`src/rtl/trng_pkg.sv`:
```
// Shared types and constants for the TRNG health reader.
package trng_pkg;

  localparam int unsigned SAMPLE_W = 8;
  localparam int unsigned WORD_W   = 32;
  localparam int unsigned LANES    = WORD_W / SAMPLE_W;
  localparam int unsigned PACK_W   = WORD_W - SAMPLE_W;
  localparam int unsigned DROP_W   = 8;

  localparam logic [1:0] ALARM_RCT = 2'b01;
  localparam logic [1:0] ALARM_APT = 2'b10;

  typedef enum logic [1:0] {
    ST_IDLE    = 2'd0,
    ST_STARTUP = 2'd1,
    ST_RUN     = 2'd2,
    ST_ALARM   = 2'd3
  } trng_state_e;

endpackage

```
`src/rtl/trng_health_test.sv`:
```
// Online health tests for the TRNG byte stream: repetition count (RCT) and,
// when TRNG_HEALTH_APT_EN is defined, adaptive proportion (APT).
// Fail outputs are combinational on the incoming sample.
module trng_health_test
  import trng_pkg::*;
#(
  parameter int unsigned RCT_CUTOFF = 4
`ifdef TRNG_HEALTH_APT_EN
  ,
  parameter int unsigned APT_WINDOW = 512,
  parameter int unsigned APT_CUTOFF = 13
`endif
) (
  input  logic                clk,
  input  logic                n_reset,
  input  logic [SAMPLE_W-1:0] sample,
  input  logic                valid,
  input  logic                restart,
  output logic                rct_fail,
  output logic                apt_fail
);

  localparam int unsigned RCT_W = $clog2(RCT_CUTOFF + 1);

  logic [SAMPLE_W-1:0] rct_last;
  logic [RCT_W-1:0]    rct_cnt;
  logic [RCT_W-1:0]    rct_cnt_nxt;
  logic                rct_empty;

  // Run length including the incoming sample; restart makes it a first sample.
  always_comb begin
    rct_cnt_nxt = RCT_W'(1);
    if (!restart && !rct_empty && (sample == rct_last)) begin
      rct_cnt_nxt = (rct_cnt >= RCT_W'(RCT_CUTOFF)) ? rct_cnt : rct_cnt + RCT_W'(1);
    end
  end

  assign rct_fail = valid && (rct_cnt_nxt >= RCT_W'(RCT_CUTOFF));

  // RCT history register.
  always_ff @(posedge clk) begin
    if (!n_reset) begin
      rct_last  <= '0;
      rct_cnt   <= '0;
      rct_empty <= 1'b1;
    end else if (valid) begin
      rct_last  <= sample;
      rct_cnt   <= rct_cnt_nxt;
      rct_empty <= 1'b0;
    end else if (restart) begin
      rct_cnt   <= '0;
      rct_empty <= 1'b1;
    end
  end

`ifdef TRNG_HEALTH_APT_EN
  localparam int unsigned APT_W = $clog2(APT_WINDOW + 1);

  logic [SAMPLE_W-1:0] apt_ref;
  logic [APT_W-1:0]    apt_cnt;
  logic [APT_W-1:0]    apt_cnt_nxt;
  logic [APT_W-1:0]    win_cnt;
  logic [APT_W-1:0]    win_nxt;
  logic                win_start;

  // A window begins on restart or once the previous window has wrapped.
  assign win_start = restart || (win_cnt == '0);

  // Reference-match count and window position including the incoming sample.
  always_comb begin
    apt_cnt_nxt = APT_W'(1);
    win_nxt     = APT_W'(1);
    if (!win_start) begin
      win_nxt     = win_cnt + APT_W'(1);
      apt_cnt_nxt = apt_cnt;
      if ((sample == apt_ref) && (apt_cnt < APT_W'(APT_CUTOFF))) begin
        apt_cnt_nxt = apt_cnt + APT_W'(1);
      end
    end
    if (win_nxt == APT_W'(APT_WINDOW)) begin
      win_nxt = '0;
    end
  end

  assign apt_fail = valid && (apt_cnt_nxt >= APT_W'(APT_CUTOFF));

  // APT window state.
  always_ff @(posedge clk) begin
    if (!n_reset) begin
      apt_ref <= '0;
      apt_cnt <= '0;
      win_cnt <= '0;
    end else if (valid) begin
      if (win_start) begin
        apt_ref <= sample;
      end
      apt_cnt <= apt_cnt_nxt;
      win_cnt <= win_nxt;
    end else if (restart) begin
      apt_cnt <= '0;
      win_cnt <= '0;
    end
  end
`else
  assign apt_fail = 1'b0;
`endif

endmodule

```
`src/rtl/trng_health_reader.sv`:
```
// TRNG consumer: health-tests every sample, discards a startup window, packs
// healthy bytes into 32-bit words behind a valid/ready buffer, and latches a
// sticky alarm on any test failure. Optional APT: define TRNG_HEALTH_APT_EN.
module trng_health_reader
  import trng_pkg::*;
#(
  parameter int unsigned RCT_CUTOFF = 4,
  parameter int unsigned APT_WINDOW = 512,
  parameter int unsigned APT_CUTOFF = 13
) (
  input  logic                clk,
  input  logic                n_reset,
  input  logic                enable,
  input  logic [SAMPLE_W-1:0] sample_in,
  input  logic                sample_valid,
  output logic [WORD_W-1:0]   word_out,
  output logic                word_valid,
  input  logic                word_ready,
  output logic                alarm,
  output logic [1:0]          alarm_code,
  input  logic                clear_alarm,
  output logic [DROP_W-1:0]   drop_cnt
);

  localparam logic [1:0] IDLE    = 2'(ST_IDLE);
  localparam logic [1:0] STARTUP = 2'(ST_STARTUP);
  localparam logic [1:0] RUN     = 2'(ST_RUN);
  localparam logic [1:0] ALARM   = 2'(ST_ALARM);

  localparam int unsigned SU_W   = $clog2(APT_WINDOW + 1);
  localparam int unsigned LANE_W = $clog2(LANES);

  // Reject configurations the counters cannot represent.
  if ((RCT_CUTOFF < 1) || (APT_CUTOFF < 1) || (APT_CUTOFF > APT_WINDOW) || (APT_WINDOW < 2)) begin : g_bad_cfg
    $error("trng_health_reader: invalid RCT_CUTOFF/APT_CUTOFF/APT_WINDOW");
  end

  logic [1:0]        state;
  logic [1:0]        state_nxt;
  logic [SU_W-1:0]   su_cnt;
  logic [LANE_W-1:0] lane;
  logic [PACK_W-1:0] pack;

  logic take_clear;
  logic test_valid;
  logic test_restart;
  logic rct_fail;
  logic apt_fail;
  logic fail;
  logic run_take;
  logic word_done;
  logic load;
  logic drop;
  logic [WORD_W-1:0] word_nxt;

  // A clear in ALARM wins over any failure and its sample starts STARTUP.
  assign take_clear   = (state == ALARM) && clear_alarm;
  assign test_valid   = sample_valid &&
                        (take_clear || (enable && ((state == STARTUP) || (state == RUN))));
  assign test_restart = take_clear || (state == IDLE);
  assign fail         = test_valid && !take_clear && (rct_fail || apt_fail);
  assign run_take     = test_valid && !fail && (state == RUN);
  assign word_done    = run_take && (lane == LANE_W'(LANES - 1));
  assign load         = word_done && (!word_valid || word_ready);
  assign drop         = word_done && !load;
  assign word_nxt     = {sample_in, pack};

  trng_health_test #(
    .RCT_CUTOFF(RCT_CUTOFF)
`ifdef TRNG_HEALTH_APT_EN
    ,
    .APT_WINDOW(APT_WINDOW),
    .APT_CUTOFF(APT_CUTOFF)
`endif
  ) u_test (
    .clk      (clk),
    .n_reset  (n_reset),
    .sample   (sample_in),
    .valid    (test_valid),
    .restart  (test_restart),
    .rct_fail (rct_fail),
    .apt_fail (apt_fail)
  );

  // State register.
  always_ff @(posedge clk) begin
    if (!n_reset) begin
      state <= IDLE;
    end else begin
      state <= state_nxt;
    end
  end

  // Next-state logic.
  always_comb begin
    state_nxt = state;
    case (state)
      IDLE: begin
        if (enable) state_nxt = STARTUP;
      end
      STARTUP: begin
        if (!enable)                                          state_nxt = IDLE;
        else if (fail)                                        state_nxt = ALARM;
        else if (test_valid && (su_cnt == SU_W'(APT_WINDOW - 1))) state_nxt = RUN;
      end
      RUN: begin
        if (!enable)   state_nxt = IDLE;
        else if (fail) state_nxt = ALARM;
      end
      ALARM: begin
        if (clear_alarm) state_nxt = STARTUP;
      end
      default: state_nxt = IDLE;
    endcase
  end

  // Startup discard counter; restarts from the clearing sample after an alarm.
  always_ff @(posedge clk) begin
    if (!n_reset) begin
      su_cnt <= '0;
    end else if (take_clear) begin
      su_cnt <= test_valid ? SU_W'(1) : '0;
    end else if ((state != STARTUP) || !enable) begin
      su_cnt <= '0;
    end else if (test_valid && !fail) begin
      su_cnt <= su_cnt + SU_W'(1);
    end
  end

  // Sticky alarm with OR-accumulated failure code.
  always_ff @(posedge clk) begin
    if (!n_reset) begin
      alarm      <= 1'b0;
      alarm_code <= 2'b00;
    end else if (take_clear) begin
      alarm      <= 1'b0;
      alarm_code <= 2'b00;
    end else if (fail) begin
      alarm      <= 1'b1;
      alarm_code <= alarm_code | (rct_fail ? ALARM_RCT : 2'b00) | (apt_fail ? ALARM_APT : 2'b00);
    end
  end

  // Byte packer for lanes 0..2; lane 3 comes straight from the input.
  always_ff @(posedge clk) begin
    if (!n_reset) begin
      lane <= '0;
      pack <= '0;
    end else if ((state != RUN) || !enable || fail) begin
      lane <= '0;
      pack <= '0;
    end else if (run_take) begin
      if (word_done) begin
        lane <= '0;
      end else begin
        lane <= lane + LANE_W'(1);
        for (int i = 0; i < int'(LANES) - 1; i++) begin
          if (lane == LANE_W'(i)) pack[i*SAMPLE_W +: SAMPLE_W] <= sample_in;
        end
      end
    end
  end

  // Output buffer; a failure flushes it even mid-handshake.
  always_ff @(posedge clk) begin
    if (!n_reset) begin
      word_out   <= '0;
      word_valid <= 1'b0;
    end else if (fail) begin
      word_valid <= 1'b0;
    end else if (load) begin
      word_out   <= word_nxt;
      word_valid <= 1'b1;
    end else if (word_valid && word_ready) begin
      word_valid <= 1'b0;
    end
  end

  // Saturating count of words lost to a full output buffer.
  always_ff @(posedge clk) begin
    if (!n_reset) begin
      drop_cnt <= '0;
    end else if (drop && (drop_cnt != '1)) begin
      drop_cnt <= drop_cnt + DROP_W'(1);
    end
  end

endmodule

```
`config.mk`:
```
export PLATFORM = sky130hd
export DESIGN_NAME = trng_health_reader
export DESIGN_NICKNAME = d
export VERILOG_FILES = /design/src/rtl/trng_pkg.sv /design/src/rtl/trng_health_test.sv /design/src/rtl/trng_health_reader.sv
export SDC_FILE = /design/constraint.sdc
export NUM_CORES = 1
export LEC_CHECK = 0
export BUFFER_PORTS_ARGS = -buffer_cell sky130_fd_sc_hd__buf_4
export CAP_MARGIN = 20
export CORE_MARGIN = 3
export CORE_UTILIZATION = 50
export CTS_CLUSTER_SIZE = 25
export DETAILED_ROUTE_END_ITERATION = 10
export PLACE_DENSITY = 0.71
export SLEW_MARGIN = 40
export SYNTH_ARGS = -nofsm -noshare
export SYNTH_HDL_FRONTEND = slang
export SYNTH_SLANG_ARGS = --single-unit
```
`constraint.sdc`:
```
create_clock -name clk -period 5 [get_ports clk]
set_clock_uncertainty 0.05 [all_clocks]
set_input_delay 1.25 -clock clk [delete_from_list [all_inputs] [get_ports clk]]
set_output_delay 1.25 -clock clk [all_outputs]
set_load 0.1 [all_outputs]
```
======== After elaboration in Yosys (flattened, before gate mapping) ========
Index checks and enable logic that the tools add are counted.
word-level totals
  output and inout bits ................... 44
  memories ................................ 0
  bits in read-only memories .............. 0
  word-level logic and storage cells ...... 104
  bits in latches ......................... 0
  register bits ........................... 94
  RAM bits ................................ 0
cells by class
  reductions and logical operators ........ 43
  bitwise gates (word level) .............. 4
  multiply operators ...................... 0
  add/sub/neg operators ................... 4
  div/mod/pow operators ................... 0
  muxes and demuxes ....................... 22
  eq/ne operators ......................... 15
  shift-type cells ........................ 0
  magnitude comparators ................... 2
operators by type and width
  operator                                                  count
  two-way mux 10 bit                                        3
  logical AND 1 bit                                         16
  two-way mux 2 bit                                         8
  two-way mux 3 bit                                         4
  adder 10 x 1 -> 10 bit, second input constant             1
  == test 10 x 9 -> 1 bit, second input constant            1
  AND reduction 3 bit                                       3
  adder 8 x 1 -> 8 bit, second input constant               1
  == test 2 bit, second input constant                      4
  == test 8 bit                                             1
  inequality test 8 bit, second input constant              1
  one-hot mux 2 bit (4 select lines)                        1
  logical NOT 1 bit                                         7
  logical OR 1 bit                                          7
  greater-or-equal comparator 3 bit, second input constant  2
  two-way mux 1 bit                                         6
  inequality test 2 bit, second input constant              3
  OR reduction 2 bit                                        3
  == test 2 x 1 -> 1 bit, second input constant             2
  logical NOT 2 bit                                         2
  inequality test 4 x 3 -> 1 bit, second input constant     1
  AND reduction 4 bit                                       1
  nonzero test 2 bit                                        2
  adder 3 x 1 -> 3 bit, second input constant               1
  other kinds (7)                                           9

======== Logic depth before layout (Yosys ltp) ========
Gate-level depths: netlist of run 1.
  depth after elaboration ................. 18
  depth in mapped cells ................... 10
  depth with buffers taken out ............ 7

======== Hierarchy ========
A second synthesis of run 1 with hierarchy kept.
unflattened totals
  cells, all modules ...................... 483
  area, all modules ....................... 4,374.2 um^2
by module, submodules not included
  module              cells each  times used  area an instance (um^2)
  trng_health_reader  414         1           3,717.3
  trng_health_test    69          1           656.9

======== Least setup slack after synthesis of run 1 ========
OpenSTA, ideal clock, no wires.
  path kind ............................... input port to flip-flop
  from .................................... input port word_ready
  to ...................................... register drop_cnt[4]
  library setup time ...................... 0.070 ns
  arrival ................................. 2.715 ns
  cell stages on the path ................. 6
  slack ................................... 2.165 ns
  path through ............................ and2b_1 -> nand2_1 -> a311o_1 -> clkbuf_1 -> or4_1 -> a21boi_1
on the way
  cells in the longest elaborated chain, start to end .. 5
RTL lines
  element               line                       source
  from (decl)           trng_health_reader.sv:18   input logic word_ready,
  logical OR 1 bit      trng_health_reader.sv:64   assign load = word_done && (!word_valid || word_ready);
  logical AND 1 bit     trng_health_reader.sv:64
  logical NOT 1 bit     trng_health_reader.sv:65   assign drop = word_done && !load;
  logical AND 1 bit     trng_health_reader.sv:65
  logical AND 1 bit     trng_health_reader.sv:183  end else if (drop && (drop_cnt != '1)) begin
  to (signal assigned)  trng_health_reader.sv:184  drop_cnt <= drop_cnt + DROP_W'(1);
  to (decl)             trng_health_reader.sv:22   output logic [DROP_W-1:0] drop_cnt
Every way passes these cells.
A chain may end at the register's enable or synchronous reset.

======== Worst setup path in the final report of run 1 ========
  from .................................... input port sample_in[1]
  to ...................................... register pack[23]
on the way
  cells in the longest elaborated chain, start to end .. 12
  elaborated cells on any way between the ends .. 14
RTL lines
  element                              line                       source
  from (decl)                          trng_health_reader.sv:14   input logic [SAMPLE_W-1:0] sample_in,
  == test 8 bit *                      trng_health_test.sv:33     if (!restart && !rct_empty && (sample == rct_last)) begin
  logical AND 1 bit *                  trng_health_test.sv:33
  two-way mux 3 bit *                  trng_health_test.sv:33
  greater-or-equal comparator 3 bit *  trng_health_test.sv:38     assign rct_fail = valid && (rct_cnt_nxt >= RCT_W'(RCT_CUTOFF));
  logical AND 1 bit *                  trng_health_test.sv:38
  logical AND 1 bit *                  trng_health_reader.sv:61   assign fail = test_valid && !take_clear && (rct_fail || apt_fail);
  logical NOT 1 bit                    trng_health_reader.sv:62   assign run_take = test_valid && !fail && (state == RUN);
  logical AND 1 bit (2 in a row)       trng_health_reader.sv:62
  logical AND 1 bit                    trng_health_reader.sv:63   assign word_done = run_take && (lane == LANE_W'(LANES - 1));
  NOT 1 bit (no line)                  n/a
  AND reduction 3 bit (no line)        n/a
  to (signal, indexed assignment)      trng_health_reader.sv:158  if (lane == LANE_W'(i)) pack[i*SAMPLE_W +: SAMPLE_W] <= sample_in;
  to (decl)                            trng_health_reader.sv:42   logic [PACK_W-1:0] pack;
Mark *: on every way between the ends. The rest lies on a longest branch, timed or not.

==> out/results.ini, run 1 <==
[run_status]
status = completed

[grt]
grt.overflow.total = 0
antenna_found_initial = 0
grt_pass1_vias = 3368
track_usage_pct = 19.5
grt_max_degree = 94
grt_first_pass_wirelength_um = 15900

[layout]
syn2layout_area_growth_pct = 14.2
antenna_cells = 0
fin_nets = 567
layout-drive-gt1-share_pct = 15.6

[worst_setup_path]
r2r_start = state[0]
rr_endpoint = pack[23]
worst-path-stages = 7
crit_type = in2reg
crit_fanout = 25
cp.arrival_ns = 3.43
cp-end-kind = flop
ff2ff_path_depth = 8
crit_path_max_incr_delay_ns = 0.70
worstPathRequired_ns = 5.23
crit_slowest_cell = and4b_1
crit_end = pack[23]
worst_path_dominant_cell_family = simple AND/OR/NAND/NOR gates
crit_chain = buf_4 -> xor2_1 -> nor4_2 -> and4b_1 -> buf_4 -> o21ai_0 -> a21oi_1
crit_top_cell = buf_4
worst-path-buf-inv = 2
cp-startpoint = sample_in[1]
ff2ff_setup_slack_ns = 2.14
start_kind = input pin

[yosys]
syn_nets = 528
ys_ff_latch = 93
synthArstFlopShare_pct = 0
syn_area_um2 = 4350
avgSynthCellArea_um2 = 8.66
yosys_warnings = 0
synth_edf_count = 0
ys_seq_area_share_pct = 42.8
synthCells = 502
ys.flop_type = dfxtp_1
netlist-cell-type-count = 54

[sta]
rsz0062_at_grt = false
timing_hold_violations_final = 0
layout_setup_ws_ns = 1.80
fmax_ghz = 0.312
max_slew.worst_pin.slew_ns = 0.697
maxSlewHeadroom_pct = 53.4
post-route-min-period_ns = 3.20
fin_crit_sh_pct = 64.0
tns_ns = 0
setup_violations = 0
maxSlewViolCount = 0

[clock_tree]
clock_sinks = 93
post_cts_resized = 0
clk_pin_slew_ns = 0.10
cts_buffers = 9
cts_tree = built
cts_setup_buffers = 0
clkLatencyLatePin_ns = 0.36
cts_hold_buf = 0
clockBufferDepth = 2
root_buffer = clkbuf_8
cts-htree-levels = 3

[die]
rows = 33
num_io_pins = 58
core_area_um2 = 8340
die_height_um = 99.3
die-area_um2 = 9850
initial_core_util_pct = 52.1
die_w_um = 99.3

[detailed_routing]
wirelength_um = 9710
drtAntennaViolNets = 0
first_pass_iters = 4
vias = 3681
maxUsedRoutingLayer = met4
drt-met1-wl_um = 4520
viasPerCell = 5.65
dr_wl_met2_um = 4670
met3_length_um = 419
drc = 0
drtIter0Drc = 192
wl_per_cell_um = 14.9

[worst_hold_path]
holdCritPathClass = reg2reg

[placed_design]
portBuffers = 56
hpwl_um = 6540
place_congestion = 0.851
dp_slack_ns = 1.44

[flow_run]
max-cap-violations = 0

[power]
leakage_uw = 0.00173
peakVddDrop_mv = 0.118
power_density_nw_per_um2 = 263

-- synthesized netlist by cell type (2+ instances only) --
cell type	instances	area, µm²
a21boi_0	11	82.6
a21boi_1	3	22.5
a21oi_1	37	185
a31oi_1	3	18.8
and2_1	3	18.8
and3_1	7	43.8
and4_1	4	35.0
buf_1	3	11.3
buf_2	3	15.0
buf_4	4	30.0
buf_6	5	56.3
clkbuf_1	18	67.6
clkbuf_2	2	10.0
dfxtp_1	93	1860
ha_1	12	150
inv_1	7	26.3
mux2i_1	35	350
nand2_1	96	360
nand2b_1	3	18.8
nand3_1	41	205
nand3b_1	2	15.0
nand4_1	3	18.8
nor2_1	8	30.0
nor2b_1	2	12.5
nor3b_1	3	22.5
nor4_1	2	12.5
o211ai_1	3	22.5
o21a_1	4	30.0
o21ai_0	32	160
o31ai_1	9	67.6
or3_1	4	25.0
or4_1	11	82.6
xor2_1	8	70.1
-- cell usage in the layout (no fill, tap or decap), drive strengths merged, types with 2 or more instances in the layout --
master	synthesis	layout
inv	7	10
ha	12	12
clkinv	0	2
or3	4	4
a21oi	37	37
and4	4	4
mux2i	35	35
clkbuf	20	9
or4	11	11
and3	7	7
a31oi	3	3
dfxtp	93	93
nor4	3	3
nor3b	3	3
o21ai	32	32
nor2	8	8
nand2	96	96
xor2	8	8
nand3	41	41
o211ai	3	3
nand3b	2	2
nor2b	2	2
buf	15	63
and2	3	3
nand2b	3	3
nand4	3	3
nor4b	2	2
o21a	4	4
clkinvlp	0	2
o31ai	9	9
a21boi	14	14
-- sequential cells by signal, summed over array words and instances, names as in the netlist --
register	flops
u_test.rct_last	8
su_cnt	10
alarm	1
state	2
word_out	32
u_test.rct_empty	1
alarm_code	1
u_test.rct_cnt	3
lane	2
pack	24
word_valid	1
drop_cnt	8
-- layout make-up --
cell class | instances | area [µm²]
tap | 105 | 131
timing repair buffer | 63 | 480
clock inverter | 7 | 68.8
sequential | 93 | 1860
fill | 740 | 3370
multi-input combinational | 367 | 2270
clock buffer | 9 | 124
inverter | 7 | 26.3
-- stage by stage --
stage | utilization (%) | power, µW | std cells | hold WS, ns | area [µm²]
after floorplan | - | 809 | 502 | 0.385 | 4350
after global placement | 56.9 | 833 | 633 | 0.394 | 4750
after detailed placement | 57.1 | 835 | 634 | 0.399 | 4760
after CTS | 59.4 | 1310 | 650 | 0.413 | 4950
after global routing | 59.6 | 1350 | 651 | 0.428 | 4970
final | 59.6 | 1300 | 651 | 0.409 | 4970
-- worst min-delay path: cells and delay by family (launching register included) --
| family | cells | cell delay (ns) |
|---|---|---|
| DFF | 1 | 0.32 |
| and+or+nand+nor | 1 | 0.05 |
| muxes | 1 | 0.05 |
-- report_power, final --
part	switching (µW)	internal [µW]
logic	47.8	23.8
registers	3.36	744
clock network	293	193
total	344	961
-- cells by family (layout without fill, tap and decap cells) --
family,Yosys count,in the layout,share of synthesized area [%]
AOI/OAI and AO/OA,113,113,16.1
xor gates and xnor gates,8,8,1.61
adders and majority gates,12,12,3.45
buffers and inverters,42,86,4.98
DFF,93,93,42.8
muxes,35,35,8.06
other,1,1,0.0862
and+or+nand+nor,198,198,22.9
-- per-layer routing --
layer  track usage (%)  vias up
met2              32.7       73
met5                 0        -
li1                  -     1858
met1              25.7     1741
met3              2.88        9
met4              6.41        0
-- worst min-delay path by stage --
stage / slack (ns) / cells past startpoint / start / to
after global placement: 0.39 / 2 / word_out[20] / word_out[20]
after CTS: 0.41 / 2 / pack[8] / word_out[8]
after detailed placement: 0.40 / 2 / word_out[20] / word_out[20]
after global routing: 0.43 / 2 / pack[4] / word_out[4]
final: 0.41 / 2 / word_out[20] / word_out[20]
after floorplan: 0.38 / 2 / pack[22] / word_out[22]
Power figures use the tool's default switching activity.
==> inputs of run 2 (changes only) <==
--- a/config.mk
+++ b/config.mk
@@ -11,7 +11,7 @@
 export CORE_UTILIZATION = 50
 export CTS_CLUSTER_SIZE = 25
 export DETAILED_ROUTE_END_ITERATION = 10
-export PLACE_DENSITY = 0.71
+export PLACE_DENSITY = 0.73
 export SLEW_MARGIN = 40
 export SYNTH_ARGS = -nofsm -noshare
 export SYNTH_HDL_FRONTEND = slang
==> constraint.sdc (replaced) <==
create_clock -name clk -period 2.7 [get_ports clk]
set_clock_uncertainty 0.05 [all_clocks]
set_input_delay 0.675 -clock clk [delete_from_list [all_inputs] [get_ports clk]]
set_output_delay 0.675 -clock clk [all_outputs]
set_load 0.1 [all_outputs]
==> run 2 against run 1 <==
  * Worst hold slack improved by 0.0015 ns
  * Non-clock buffer count rose by 10
  * Core utilization rose by 1.7 points
  * Via count grew 2.2%
  * Critical endpoint is now drop_cnt[3]
==> out/results.ini, run 2 (synthesis gave the netlist of run 1 again) <==
[sta]
setup_violations = 0  ; unchanged
timing_hold_violations_final = 0  ; unchanged
fmax_ghz = 0.409
maxSlewHeadroom_pct = 58.0  ; +4.6 points
max_slew.worst_pin.slew_ns = 0.629  ; -0.0672 ns
rsz0062_at_grt = false
fin_crit_sh_pct = 90.5
maxSlewViolCount = 0  ; unchanged
post-route-min-period_ns = 2.44
tns_ns = 0  ; unchanged

[worst_setup_path]
crit_chain = inv_1 -> ha_1 -> a22o_1 -> nand3_2 -> a311o_2 -> or4_1 -> a21boi_0
worst_path_dominant_cell_family = compound AO/OA/AOI/OAI gates
ff2ff_path_depth = 7  ; -1
r2r_start = state[1]
cp.arrival_ns = 2.68  ; -0.75 ns
rr_endpoint = drop_cnt[3]
worst-path-buf-inv = 1  ; -1
cp-end-kind = flop
start_kind = flop
worstPathRequired_ns = 2.94  ; -2.29 ns
crit_slowest_cell = or4_1
crit_fanout = 7  ; -72%
ff2ff_setup_slack_ns = 0.26  ; -1.88 ns
crit_type = reg2reg
crit_path_max_incr_delay_ns = 0.47  ; -0.23 ns

[layout]
final_common_cell = nand2_1
regMostFlops = word_out
antenna_cells = 0  ; unchanged
final_cell_mix = 96 x nand2_1, 93 x dfxtp_1, 68 x buf_4
syn2layout_area_growth_pct = 17.4
fin_nets = 577  ; +1.8%
layout-drive-gt1-share_pct = 17.3  ; +1.7 points
top_regs = word_out (32), pack (24), su_cnt (10)
finalNonFillerCells = 661  ; +1.5%
largest_reg_flops = 32  ; unchanged
finalCoreUtilization_pct = 61.2  ; +1.7 points

[detailed_routing]
viasPerCell = 5.69  ; +0.65%
wirelength_um = 9720  ; about the same
first_pass_iters = 6  ; +2
drtIter0Drc = 214  ; +11%
vias = 3762  ; +2.2%
wl_per_cell_um = 14.7  ; -1.4%
drtAntennaViolNets = 0  ; unchanged
drc = 0  ; unchanged

[die]
die-area_um2 = 9850  ; unchanged
die_height_um = 99.3  ; unchanged
rows = 33  ; unchanged
core_area_um2 = 8340  ; unchanged
die_w_um = 99.3  ; unchanged
num_io_pins = 58  ; unchanged
initial_core_util_pct = 52.1  ; unchanged

[power]
p_clk_share_pct = 38.9  ; +1.7 points
p_sw_share_pct = 24.9  ; -1.4 points
power.internal_uw = 1870  ; +94%
p_switching_uw = 621  ; +80%
leakage_uw = 0.00180  ; +4.2%
peakVddDrop_mv = 0.287  ; +140%
pwr-share-seq_pct = 55.6  ; -1.7 points
power_density_nw_per_um2 = 487  ; +85%
pwr-share-comb_pct = 5.5  ; about the same

[run_status]
status = completed

[worst_hold_path]
holdCritPathClass = reg2reg
min_from = word_out[29]
holdPathEnd = word_out[29]
min_path_cells = 2  ; unchanged

[clock_tree]
clk_pin_slew_ns = 0.09  ; about the same
root_buffer = clkbuf_8
clockBufferDepth = 2  ; unchanged
cts-htree-levels = 3  ; unchanged
clkLatencyLatePin_ns = 0.36  ; about the same
cts_buffers = 9  ; unchanged
clock_sinks = 93  ; unchanged
cts_tree = built

[grt]
grt.overflow.total = 0  ; unchanged
track_usage_pct = 20.1  ; +0.66 points
grt_pass1_vias = 3521  ; +4.5%
antenna_found_initial = 0  ; unchanged
grt_first_pass_wirelength_um = 16400  ; +3.1%
grt_max_degree = 93  ; -1.1%

[placed_design]
place_inst = 644  ; +1.6%
portBuffers = 56  ; unchanged
place_congestion = 0.888  ; +4.4%
hpwl_um = 6770  ; +3.5%

[flow_run]
max-cap-violations = 0  ; unchanged

run 2: changes by cell type in the layout (fill, tap and decap cells not counted), sizes merged:
cell	previous run	this run
buf	63	73
inv	10	9
clkinvlp	2	1
bufinv	0	1
clkinv	2	3
run 2: cell type report:
| cell class | count | area, µm² |
|---|---|---|
| well taps | 105 | 131 |
| clock inverters | 7 | 85.1 |
| clock buffers | 9 | 124 |
| fillers | 738 | 3230 |
| repair buffers | 73 | 602 |
| multi-input cells | 367 | 2280 |
| flip-flops and latches | 93 | 1860 |
| inverters | 7 | 26.3 |
run 2: layer usage:
metal  vias up  part of all wire [%]  global-route usage [%]
met5         -                     0                       0
met4         0                   1.2                    6.51
met3        12                   5.0                    3.65
met2        96                    48                    33.8
met1      1781                    46                    26.2
li1       1873                     -                       -
run 2: what timing repair did:
item                       4_1_cts  5_1_grt
setup endpoints to repair        0        2
buffers inserted                 0        1
hold buffers                     0        0
hold endpoints to repair         0        0
gates resized for setup          0        2
run 2: power groups by stage:
stage               Combinational, µW  Sequential [µW]  Clock [µW]
floorplan                        83.3             1410           0
global placement                  132             1420           0
detailed placement                134             1420           0
CTS                               135             1380         991
global route                      149             1390        1050
finish                            136             1380         968
run 2: worst max-delay path by stage:
stage                       from      endpoint  slack, ns  cells past startpoint
floorplan             word_valid   drop_cnt[4]       0.13                      6
detailed placement  sample_in[0]  word_out[18]       0.15                      9
global placement    sample_in[1]  word_out[18]       0.22                      9
CTS                     state[0]   drop_cnt[3]       0.18                      7
global route            state[0]   drop_cnt[4]       0.06                      7
finish                  state[1]   drop_cnt[3]       0.26                      7
run 2: per-stage QoR:
step	power (µW)	setup WS (ns)	cell area, µm²	hold WS (ns)
2_1_floorplan	1500	0.133	4350	0.385
3_3_place_gp	1550	0.217	4880	0.392
3_5_place_dp	1550	0.148	4880	0.399
4_1_cts	2510	0.176	5090	0.413
5_1_grt	2590	0.0632	5110	0.430
6_report	2490	0.257	5110	0.410
run 2: worst reg2reg max path, cell delays in order, from the launching register on:
cell	delay (ns)
dfxtp_1	0.42
inv_1	0.10
ha_1	0.34
a22o_1	0.22
nand3_2	0.16
a311o_2	0.45
or4_1	0.47
a21boi_0	0.16
==> inputs of run 3 (changes only) <==
--- a/config.mk
+++ b/config.mk
@@ -7,11 +7,13 @@
 export LEC_CHECK = 0
 export BUFFER_PORTS_ARGS = -buffer_cell sky130_fd_sc_hd__buf_4
 export CAP_MARGIN = 20
+export CELL_PAD_IN_SITES_DETAIL_PLACEMENT = 1
+export CELL_PAD_IN_SITES_GLOBAL_PLACEMENT = 2
 export CORE_MARGIN = 3
-export CORE_UTILIZATION = 50
+export CORE_UTILIZATION = 31
 export CTS_CLUSTER_SIZE = 25
 export DETAILED_ROUTE_END_ITERATION = 10
-export PLACE_DENSITY = 0.73
+export PLACE_DENSITY_LB_ADDON = 0.1
 export SLEW_MARGIN = 40
 export SYNTH_ARGS = -nofsm -noshare
 export SYNTH_HDL_FRONTEND = slang
==> run 3 against run 2 <==
  * Global-route usage decreased by 4.1 points
  * Non-clock buffer count grew 6
  * Clock power grew 25%
  * Clock-buffer cell count increased by 2
  * Fmax decreased by 1.7%
  * Largest power group unchanged
  * Routed wire length increased by 25%
  * Design area increased by 3.3%
  * Combinational power up 5%
==> out/results.ini, run 3 (synthesis gave the netlist of run 1 again) <==
[placed_design]
portBuffers = 56  ; unchanged
place_congestion = 0.746  ; -16%
hpwl_um = 8630  ; +27%

[clock_tree]
cts-htree-levels = 3  ; unchanged
clockBufferDepth = 2  ; unchanged
clock_sinks = 93  ; unchanged
root_buffer = clkbuf_16
cts_buffers = 9  ; unchanged
cts_setup_buffers = 0  ; unchanged
clkLatencyLatePin_ns = 0.35  ; about the same
cts_tree = built
clk_pin_slew_ns = 0.07  ; -0.02 ns

[detailed_routing]
wl_per_cell_um = 16.5  ; +12%
maxUsedRoutingLayer = met4
drtAntennaViolNets = 0  ; unchanged
viasPerCell = 5.18  ; -8.9%
drtIter0Drc = 192  ; -10%
drc = 0  ; unchanged
met3_length_um = 412  ; -15%
drt-met1-wl_um = 6080  ; +37%
vias = 3825  ; +1.7%
wirelength_um = 12200  ; +25%
first_pass_iters = 4  ; -2
dr_wl_met2_um = 5520  ; +18%

[sta]
fin_crit_sh_pct = 92.0  ; +1.5 points
timing_hold_violations_final = 0  ; unchanged
maxSlewViolCount = 0  ; unchanged
setup_violations = 0  ; unchanged
holdWs_ns = 0.407  ; -0.00322 ns
fmax_ghz = 0.403  ; -1.7%
rsz0062_at_grt = false
post-route-min-period_ns = 2.48  ; +0.0414 ns
tns_ns = 0  ; unchanged

[layout]
largest_reg_flops = 32  ; unchanged
regArea_um2 = 1860  ; unchanged
top_regs = word_out (32), pack (24), su_cnt (10)
syn2layout_area_growth_pct = 21.3
nFillCells = 1624  ; +120%
layout-drive-gt1-share_pct = 17.8  ; +0.53 points
antenna_cells = 0  ; unchanged
multi_input_area_um2 = 2270  ; -0.22%
final_cell_mix = 96 x nand2_1, 93 x dfxtp_1, 77 x buf_4
fin_nets = 583  ; +1.0%
finalCoreUtilization_pct = 39.2  ; -22 points
regMostFlops = word_out
final_common_cell = nand2_1

[worst_setup_path]
cp.arrival_ns = 2.69  ; about the same
crit_chain = inv_1 -> ha_1 -> a22o_1 -> nand3_1 -> a311o_2 -> or4_1 -> a21boi_0
worstPathRequired_ns = 2.91  ; -0.03 ns
crit_fanout = 11  ; +4
crit_type = reg2reg
start_kind = flop
crit_path_max_incr_delay_ns = 0.48  ; about the same
crit_slowest_cell = or4_1
cp-end-kind = flop

[die]
die-area_um2 = 15500  ; +57%
core_area_um2 = 13500  ; +61%
die_height_um = 124  ; +25%
initial_core_util_pct = 32.3  ; -20 points
rows = 42  ; +27%
num_io_pins = 58  ; unchanged
die_w_um = 124  ; +25%

[flow_run]
max-cap-violations = 0  ; unchanged

[power]
power_uw = 2740  ; +9.9%
peakVddDrop_mv = 0.279  ; -3.0%
power_density_nw_per_um2 = 519  ; +6.4%
leakage_uw = 0.00186  ; +2.9%

[grt]
track_usage_pct = 16.0  ; -4.1 points
grt.overflow.total = 0  ; unchanged
grt_pass1_vias = 3923  ; +11%
grt_first_pass_wirelength_um = 20500  ; +25%
antenna_found_initial = 0  ; unchanged
grt_max_degree = 49  ; -47%

[run_status]
status = completed

[worst_hold_path]
holdCritPathClass = reg2reg

-- run 3: cell types whose count changed in the layout (fill, tap and decap cells not counted), sizes merged --
cell / before / now
clkinv: 3 / 2
buf: 73 / 79
clkbuf: 9 / 11
inv: 9 / 8
bufinv: 1 / 0
clkinvlp: 1 / 2
-- run 3: cell type report --
cell class,instances,area share (%)
Clock buffer,11,4.60
Clock inverter,5,0.641
Inverter,7,0.498
Multi-Input combinational cell,367,43.1
Sequential cell,93,35.3
Tap cell,176,4.18
Timing Repair Buffer,79,11.7
-- run 3: what timing repair did --
item,in CTS,in global routing
endpoints found under the setup margin,0,1
gates resized for setup,0,1
hold buffers,0,0
-- run 3: worst paths after layout --
path | from | endpoint | slack, ns | depth (start not counted)
min | word_out[5] | word_out[5] | 0.41 | 2
max | state[0] | drop_cnt[3] | 0.22 | 7
min reg2reg | word_out[5] | word_out[5] | 0.41 | 2
max reg2reg | state[0] | drop_cnt[3] | 0.22 | 7
-- run 3: layer usage --
metal | vias to the layer above | global-route usage [%]
met5 | - | 0
met4 | 0 | 5.42
met3 | 10 | 3.43
met2 | 63 | 25.4
met1 | 1868 | 21.5
li1 | 1884 | -
-- run 3: critical path: cells and delay by family, from the launching register on --
family	cells	cell delay (ns)
AND/OR/NAND/NOR	2	0.66
buffers and inverters	1	0.09
flip-flops	1	0.40
AO/OA/AOI/OAI	3	0.83
adder cells (fa/ha/maj)	1	0.35
-- run 3: report_power, final --
part           switching [µW]  internal (µW)
combinational            96.2           46.8
sequential               6.20           1380
clock                     557            650
-- run 3: stage by stage --
stage,setup slack (ns),area (µm²),instances
final,0.216,5270,738
after global routing,0.00660,5270,738
after CTS,0.143,5270,738
after detailed placement,0.166,5000,722
after global placement,0.271,5000,722
after floorplan,0.133,4350,502
